===== config.mk =====
export PLATFORM = sky130hd
export DESIGN_NAME = alu_flat
export DESIGN_NICKNAME = d
export VERILOG_FILES = /design/src/rtl/alu_pkg.sv /design/src/rtl/alu_if.sv /design/src/rtl/alu_flags.sv /design/src/rtl/alu.sv /design/src/flat_wrapper.sv
export SDC_FILE = /design/constraint.sdc
export NUM_CORES = 1
export LEC_CHECK = 0
export CORE_MARGIN = 5
export CORE_UTILIZATION = 30
export CTS_BUF_LIST = sky130_fd_sc_hd__clkbuf_8
export DETAILED_ROUTE_END_ITERATION = 10
export SETUP_SLACK_MARGIN = 0.02
export SYNTH_ARGS = -nofsm -noshare
export SYNTH_HDL_FRONTEND = slang
export SYNTH_SLANG_ARGS = --single-unit
export TNS_END_PERCENT = 50

===== constraint.sdc =====
create_clock -name clk -period 0.8 [get_ports clk]
set_input_delay 0.12 -clock clk [delete_from_list [all_inputs] [get_ports clk]]
set_output_delay 0.12 -clock clk [all_outputs]
set_load 0.02 [all_outputs]

===== src/rtl/alu_pkg.sv =====
// rtl/alu_pkg.sv - shared opcodes, flag indices and op classes for the alu
package alu_pkg;

    localparam logic [1:0] OP_ADD = 2'b00;
    localparam logic [1:0] OP_SUB = 2'b01;
    localparam logic [1:0] OP_AND = 2'b10;
    localparam logic [1:0] OP_XOR = 2'b11;

    localparam int F_C   = 0;
    localparam int F_Z   = 1;
    localparam int F_N   = 2;
    localparam int F_V   = 3;
    localparam int F_P   = 4;
    localparam int F_EQ  = 5;
    localparam int F_LTU = 6;
    localparam int F_LTS = 7;

    // Flag logic only needs to know how the result was produced, not the exact opcode.
    typedef enum logic [1:0] {
        CLS_ADD   = 2'd0,
        CLS_SUB   = 2'd1,
        CLS_LOGIC = 2'd2
    } op_class_e;

    function automatic op_class_e op_class(input logic [1:0] sel);
        case (sel)
            OP_ADD:  op_class = CLS_ADD;
            OP_SUB:  op_class = CLS_SUB;
            default: op_class = CLS_LOGIC;
        endcase
    endfunction

endpackage


===== src/rtl/alu_if.sv =====
// rtl/alu_if.sv - operand/opcode and result/flag bundle for the alu
interface alu_if;

    logic [7:0] A;
    logic [7:0] B;
    logic       c;
    logic [1:0] sel;
    logic [7:0] O;
    logic [7:0] flag;

    modport master (
        output A, B, c, sel,
        input  O, flag
    );

    modport slave (
        input  A, B, c, sel,
        output O, flag
    );

endinterface


===== src/rtl/alu_flags.sv =====
// rtl/alu_flags.sv - combinational status flag generation from operands and result
module alu_flags
    import alu_pkg::*;
(
    input  logic [7:0] a,
    input  logic [7:0] b,
    input  logic [7:0] result,
    input  logic       carry,
    input  op_class_e  cls,
    output logic [7:0] flags
);

    always_comb begin
        flags = 8'h00;

        flags[F_C] = (cls == CLS_LOGIC) ? 1'b0 : carry;
        flags[F_Z] = (result == 8'h00);
        flags[F_N] = result[7];
        flags[F_P] = ^result;

        // Overflow: result sign disagrees with A when the effective operand signs agree.
        case (cls)
            CLS_ADD: flags[F_V] = (a[7] == b[7]) && (result[7] != a[7]);
            CLS_SUB: flags[F_V] = (a[7] != b[7]) && (result[7] != a[7]);
            default: flags[F_V] = 1'b0;
        endcase

        flags[F_EQ]  = (a == b);
        flags[F_LTU] = (a < b);
        flags[F_LTS] = ($signed(a) < $signed(b));
    end

endmodule


===== src/rtl/alu.sv =====
// rtl/alu.sv - 8-bit registered ALU: add/sub with carry, and, xor, plus status flags
module alu
    import alu_pkg::*;
(
    input  logic clk,
    input  logic rst,
    alu_if.slave bus
);

    logic [8:0] sum9;
    logic [8:0] diff9;
    logic [7:0] o_d;
    logic [7:0] o_q;
    logic       carry_d;
    logic [7:0] flag_d;
    logic [7:0] flag_q;
    op_class_e  cls;

    // Bit 8 of the 9-bit difference goes high exactly when A < B + c.
    assign sum9  = {1'b0, bus.A} + {1'b0, bus.B} + {8'h00, bus.c};
    assign diff9 = {1'b0, bus.A} - {1'b0, bus.B} - {8'h00, bus.c};
    assign cls   = op_class(bus.sel);

    always_comb begin
        o_d     = 8'h00;
        carry_d = 1'b0;
        case (bus.sel)
            OP_ADD: begin
                o_d     = sum9[7:0];
                carry_d = sum9[8];
            end
            OP_SUB: begin
                o_d     = diff9[7:0];
                carry_d = diff9[8];
            end
            OP_AND:  o_d = bus.A & bus.B;
            default: o_d = bus.A ^ bus.B;
        endcase
    end

    alu_flags u_flags (
        .a      (bus.A),
        .b      (bus.B),
        .result (o_d),
        .carry  (carry_d),
        .cls    (cls),
        .flags  (flag_d)
    );

    always_ff @(posedge clk or posedge rst) begin
        if (rst) begin
            o_q    <= 8'h00;
            flag_q <= 8'h00;
        end else begin
            o_q    <= o_d;
            flag_q <= flag_d;
        end
    end

    assign bus.O    = o_q;
    assign bus.flag = flag_q;

endmodule


===== src/flat_wrapper.sv =====
// flat-port wrapper written by rule: the top's interface ports become plain ports
module alu_flat import alu_pkg::*;
  (clk, rst, bus_A, bus_B, bus_c, bus_sel, bus_O, bus_flag);
  alu_if bus_i ();
  input  logic clk;
  input  logic rst;
  input wire logic [$bits(bus_i.A)-1:0] bus_A;
  input wire logic [$bits(bus_i.B)-1:0] bus_B;
  input wire logic [$bits(bus_i.c)-1:0] bus_c;
  input wire logic [$bits(bus_i.sel)-1:0] bus_sel;
  output wire logic [$bits(bus_i.O)-1:0] bus_O;
  output wire logic [$bits(bus_i.flag)-1:0] bus_flag;
  assign bus_i.A = bus_A;
  assign bus_i.B = bus_B;
  assign bus_i.c = bus_c;
  assign bus_i.sel = bus_sel;
  assign bus_O = bus_i.O;
  assign bus_flag = bus_i.flag;
  alu u_core (.clk(clk), .rst(rst), .bus(bus_i));
endmodule

# == Yosys cells after proc, flatten, opt, wreduce, memory -nomap -nowiden ==
# Index checks and enable logic that the tools add are counted.
# word_totals
output_inout_bits,16
ff_bits,16
# classes
order_cmp,2
eq_ne,8
reduce_logical,6
add_sub_neg,4
n_bitwise,2
n_mux,5
# op_table
operator,count
8-bit case mux with 3 select lines,1
8-bit less-than comparator,2
8-bit by 8-bit adder with 9-bit output,1
9-bit by 1-bit adder with 9-bit output,1
8-bit by 8-bit subtractor with 9-bit output,1
9-bit by 1-bit subtractor with 9-bit output,1
8-bit AND,1
8-bit == test,1
8-bit logical NOT,1
8-bit XOR reduction,1
8-bit bitwise XOR,1
"2-bit by 1-bit == test with 1-bit output, second input constant",2
"2-bit == test, second input constant",2
2-bit logical NOT,2
1-bit case mux with 2 select lines,2
2-bit case mux with 2 select lines,1
1-bit logical AND,2
1-bit inequality test,2
1-bit == test,1
1-bit two-way mux,1

# == Depth between registers and ports, before layout ==
# logic_depth
depth_word,6
depth_mapped,14

# == Hierarchy ==
# A second synthesis with hierarchy kept.
# unflattened
cells_unflattened,201
hier_area_um2,1859.3
# by_module_without_submodules
module,area_each_um2,instances,cells_each
alu,1471.4,1,144
alu_flags,387.9,1,57

# == Worst setup path before layout ==
# No wires, ideal clock.
# synth_timing
path_kind,in2reg
start,input port bus_B[3]
end,"register u_core.flag_q[4], in the netlist u_core.bus.flag[4]"
slack_ns,-1.751
cell_stages,14
t_required_ns,0.675
setup_time_ns,0.125
t_arrival_ns,2.426
cell_sequence,inv_1 -> ha_1 -> buf_6 -> inv_1 -> ha_1 -> a21boi_0 -> o21ai_0 -> a21boi_0 -> or3_1 -> a41oi_1 -> and2_1 -> ha_1 -> xnor2_1 -> xnor2_1
# synth_between
elab_chain_len,4
elab_cells_between_ends,8
classes_between,add/sub (4); mux (1); bitwise (2); reduce/logical (1)
# synth_lines
item,line_no,rtl
start: declaration,flat_wrapper.sv:8,input wire logic [$bits(bus_i.B)-1:0] bus_B;
8-bit by 8-bit subtractor with 9-bit output / 8-bit by 8-bit adder with 9-bit output (equally long branches),"alu.sv:21, alu.sv:20",
9-bit by 1-bit subtractor with 9-bit output / 9-bit by 1-bit adder with 9-bit output (equally long branches),"alu.sv:21, alu.sv:20",
8-bit case mux with 3 select lines *,alu.sv:27,case (bus.sel)
8-bit XOR reduction *,alu_flags.sv:19,flags[F_P] = ^result;
named net u_core.flag_d[4],alu.sv:15,logic [7:0] flag_d;
end signal: assignment,alu.sv:56,flag_q <= flag_d;
end: declaration,alu.sv:16,logic [7:0] flag_q;
# Mark *: on every way through the listed nets, which the timed path passes. The rest lies on a longest branch.

# == Final worst setup path ==
# layout_timing
start,input port bus_c
end,"register u_core.flag_q[3], in the netlist u_core.bus.flag[3]"
# layout_between
elab_chain_len,5
elab_cells_between_ends,7
classes_between,add/sub (2); eq/ne (1); mux (2); reduce/logical (2)
# layout_lines
item,line_no,rtl
start: declaration,flat_wrapper.sv:9,input wire logic [$bits(bus_i.c)-1:0] bus_c;
9-bit by 1-bit subtractor with 9-bit output / 9-bit by 1-bit adder with 9-bit output (equally long branches),"alu.sv:21, alu.sv:20",
8-bit case mux with 3 select lines *,alu.sv:27,
named net u_core.flag_d[2],alu.sv:15,
1-bit inequality test *,"alu_flags.sv:23, alu_flags.sv:24",
1-bit logical AND (on tied branches),"alu_flags.sv:24, alu_flags.sv:23",
1-bit case mux with 2 select lines *,alu_flags.sv:22,case (cls)
named net u_core.flag_d[3],alu.sv:15,
# Marks and branches as above.

==> impl_metrics.yaml <==
run_status:
  violations: "setup timing"
  status: "finished, violations left"
timing:
  clock.fmax_mhz: 438
  slew_viol_final: 0
  slew_headroom_pct: 81.0
  rsz0062_at_grt: "true"
  tightestPinTransition_ps: 283
  setup_viol: 31
  tns_ps: -14970
  period_share_pct: 285
  worst_slack_ps: -1480
  hold_ws_ps: 190
  period_needed_ps: 2280
  hold_violations: 0
setup_path:
  crit_buf_inv: 5
  worstPathArrival_ps: 2410
  startpoint_type: "input pin"
  crit_fanout: 3
  critical-path-slowest-cell: "fa_2"
  worst_path_largest_cell_delay_ps: 600
  crit_family: "adder cells"
  crit_type: "input pin to flop"
  cp-end-kind: "flop"
  path_common_cell: "buf_6"
  crit_required_ps: 930
  crit_chain: "buf_8, fa_2, buf_6, ha_4, o21ai_4, a22o_4, nor2_4, a311oi_2, a221o_2, inv_2, buf_4, buf_6, mux2_4"
finish:
  fin_cells: 410
  layout_common_cells: "67 x buf_4, 24 x inv_1, 16 x ha_1, 16 x ha_4, 16 x buf_2"
  n_antenna_cell: 0
  area_growth_pct: 75.9
  layout.nets: 393
  mostFrequentLayoutCell: "buf_4"
  finish.utilization_pct: 53.9
  drive_gt1_share_pct: 58.6
  fill_cells: 567
floorplanning:
  die_h_um: 90.1
  start_util_pct: 30.6
  pin_count: 37
  rows: 29
  die_w_um: 90.1
  core_region_area_mm2: 0.00628
  die_area_mm2: 0.00811
synthesis:
  syn_area_per_cell_um2: 8.59
  syn_area_mm2: 0.00192
  synth_cells: 224
  ys.flop_type: "dfrtp_1"
  synth_edf_count: 0
  yosys_warnings: 0
  ys_ff_latch: 15
  async_flop_share_pct: 100
  yosysSeqAreaShare_pct: 19.5
  synth.distinct_cells: 56
  syn-num-nets: 283
global_route:
  grt_pass1_wl_um: 9400
  first_global_vias: 2094
  grtUsageTotal_pct: 13.6
  grt_antenna_before_repair: 0
  overflow: 0
  grt_max_degree: 17
clock_tree:
  clk_pin_slew_ps: 50
  holdBufCountCts: 0
  cts_sinks: 15
  cts_tree: "done"
  clock_tree.buffer_depth: 2
  cts_made_buffers: 3
  root_buffer: "clkbuf_8"
  htreeDepth: 1
place:
  port_buffers: 36
  placedCellCount: 390
  dp_slack_ps: -2210
  gp_congestion: 0.803
  dp.final_hpwl_um: 4230
min_path:
  hold_path_class: "input pin to asynchronous set/reset pin"
routing:
  first_pass_iters: 4
  drtIter0Drc: 66
  wl_per_cell_um: 13.3
  drc: 0
  viasPerCell: 4.75
  ant_nets: 0
  vias: 1948
  routed_wirelength_um: 5460
power_and_ir_drop:
  powerDensity_mw_per_mm2: 1330
  p_leak_uw: 0.00159
  ir_drop_mv: 1.10
job:
  maxCapViolCount: 0
through the flow:
step,instance area (um^2),power (uW)
after floorplan,2120,2460
after global placement,2990,3460
after detailed placement,2990,3520
after CTS,3290,4380
after global routing,3380,4870
final,3380,4510
area by class of cell:
type	instances	area, um^2	area share (%)
Sequential cell	15	375	11.1
Tap cell	77	96.3	2.85
Inverter	42	175	5.18
Timing Repair Buffer	113	916	27.1
Multi-Input combinational cell	159	1780	52.5
Clock buffer	3	41.3	1.22
Clock inverter	1	3.75	0.111
path summary, 6_finish.rpt:
check                         start                  to  cells after the start
max                           bus_c  u_core.bus.flag[3]                     13
min                             rst     u_core.bus.O[5]                      3
max in group asynchronous       rst  u_core.bus.flag[1]                      3
min in group clk           bus_A[7]  u_core.bus.flag[6]                      3
repair_timing:
action,CTS,global route
pin swaps,37,34
endpoints found under the setup margin,31,31
endpoints found under the hold margin,0,0
buffers inserted,16,6
gates resized for setup,174,37
tightest hold or removal path, stage by stage:
cell and delay (ps):
clkdlybuf4s50_1 400, inv_1 90, buf_12 150
flip-flops by register name, summed over array words and instances, names as in the netlist:
name             flops
u_core.bus.O         7
u_core.bus.flag      8
cells in the mapped netlist (all sizes together) (5+ instances only):
cell	instances	area, um^2
a21oi	7	35.0
xnor2	9	78.8
nand2b	6	37.5
dfrtp	15	375
nand2	8	30.0
nor3	5	30.0
inv	42	158
nor2	14	52.6
ha	34	425
buf	7	45.0
mux2i	5	50.1
o21ai	12	60.1
cell families (layout without fill, tap and decap cells):
| kind of cell | after synthesis | after routing | share of synthesized area (%) |
|---|---|---|---|
| buffers and inverters | 50 | 159 | 10.8 |
| AND/OR/NAND/NOR | 53 | 53 | 15.2 |
| XOR/XNOR | 12 | 12 | 5.47 |
| flip-flops | 15 | 15 | 19.5 |
| multiplexers | 9 | 9 | 5.73 |
| adder cells (fa/ha/maj) | 38 | 38 | 26.3 |
| AO/OA/AOI/OAI | 47 | 47 | 17.0 |
per-layer routing:
metal | routed length, um | part of all wire [%] | vias up | global-route usage, %
met5 | 0 | 0 | - | 0
met2 | 2810 | 51 | 37 | 24.8
met4 | 79 | 1.4 | 0 | 3.97
met3 | 232 | 4.2 | 9 | 2.34
li1 | - | - | 979 | -
met1 | 2340 | 43 | 923 | 16.2
report_power, final:
part / internal, uW / switching (uW)
Combinational: 1620 / 1400
Clock: 339 / 232
Sequential: 887 / 30.9
No activity file was read; power rests on OpenSTA's default activity.
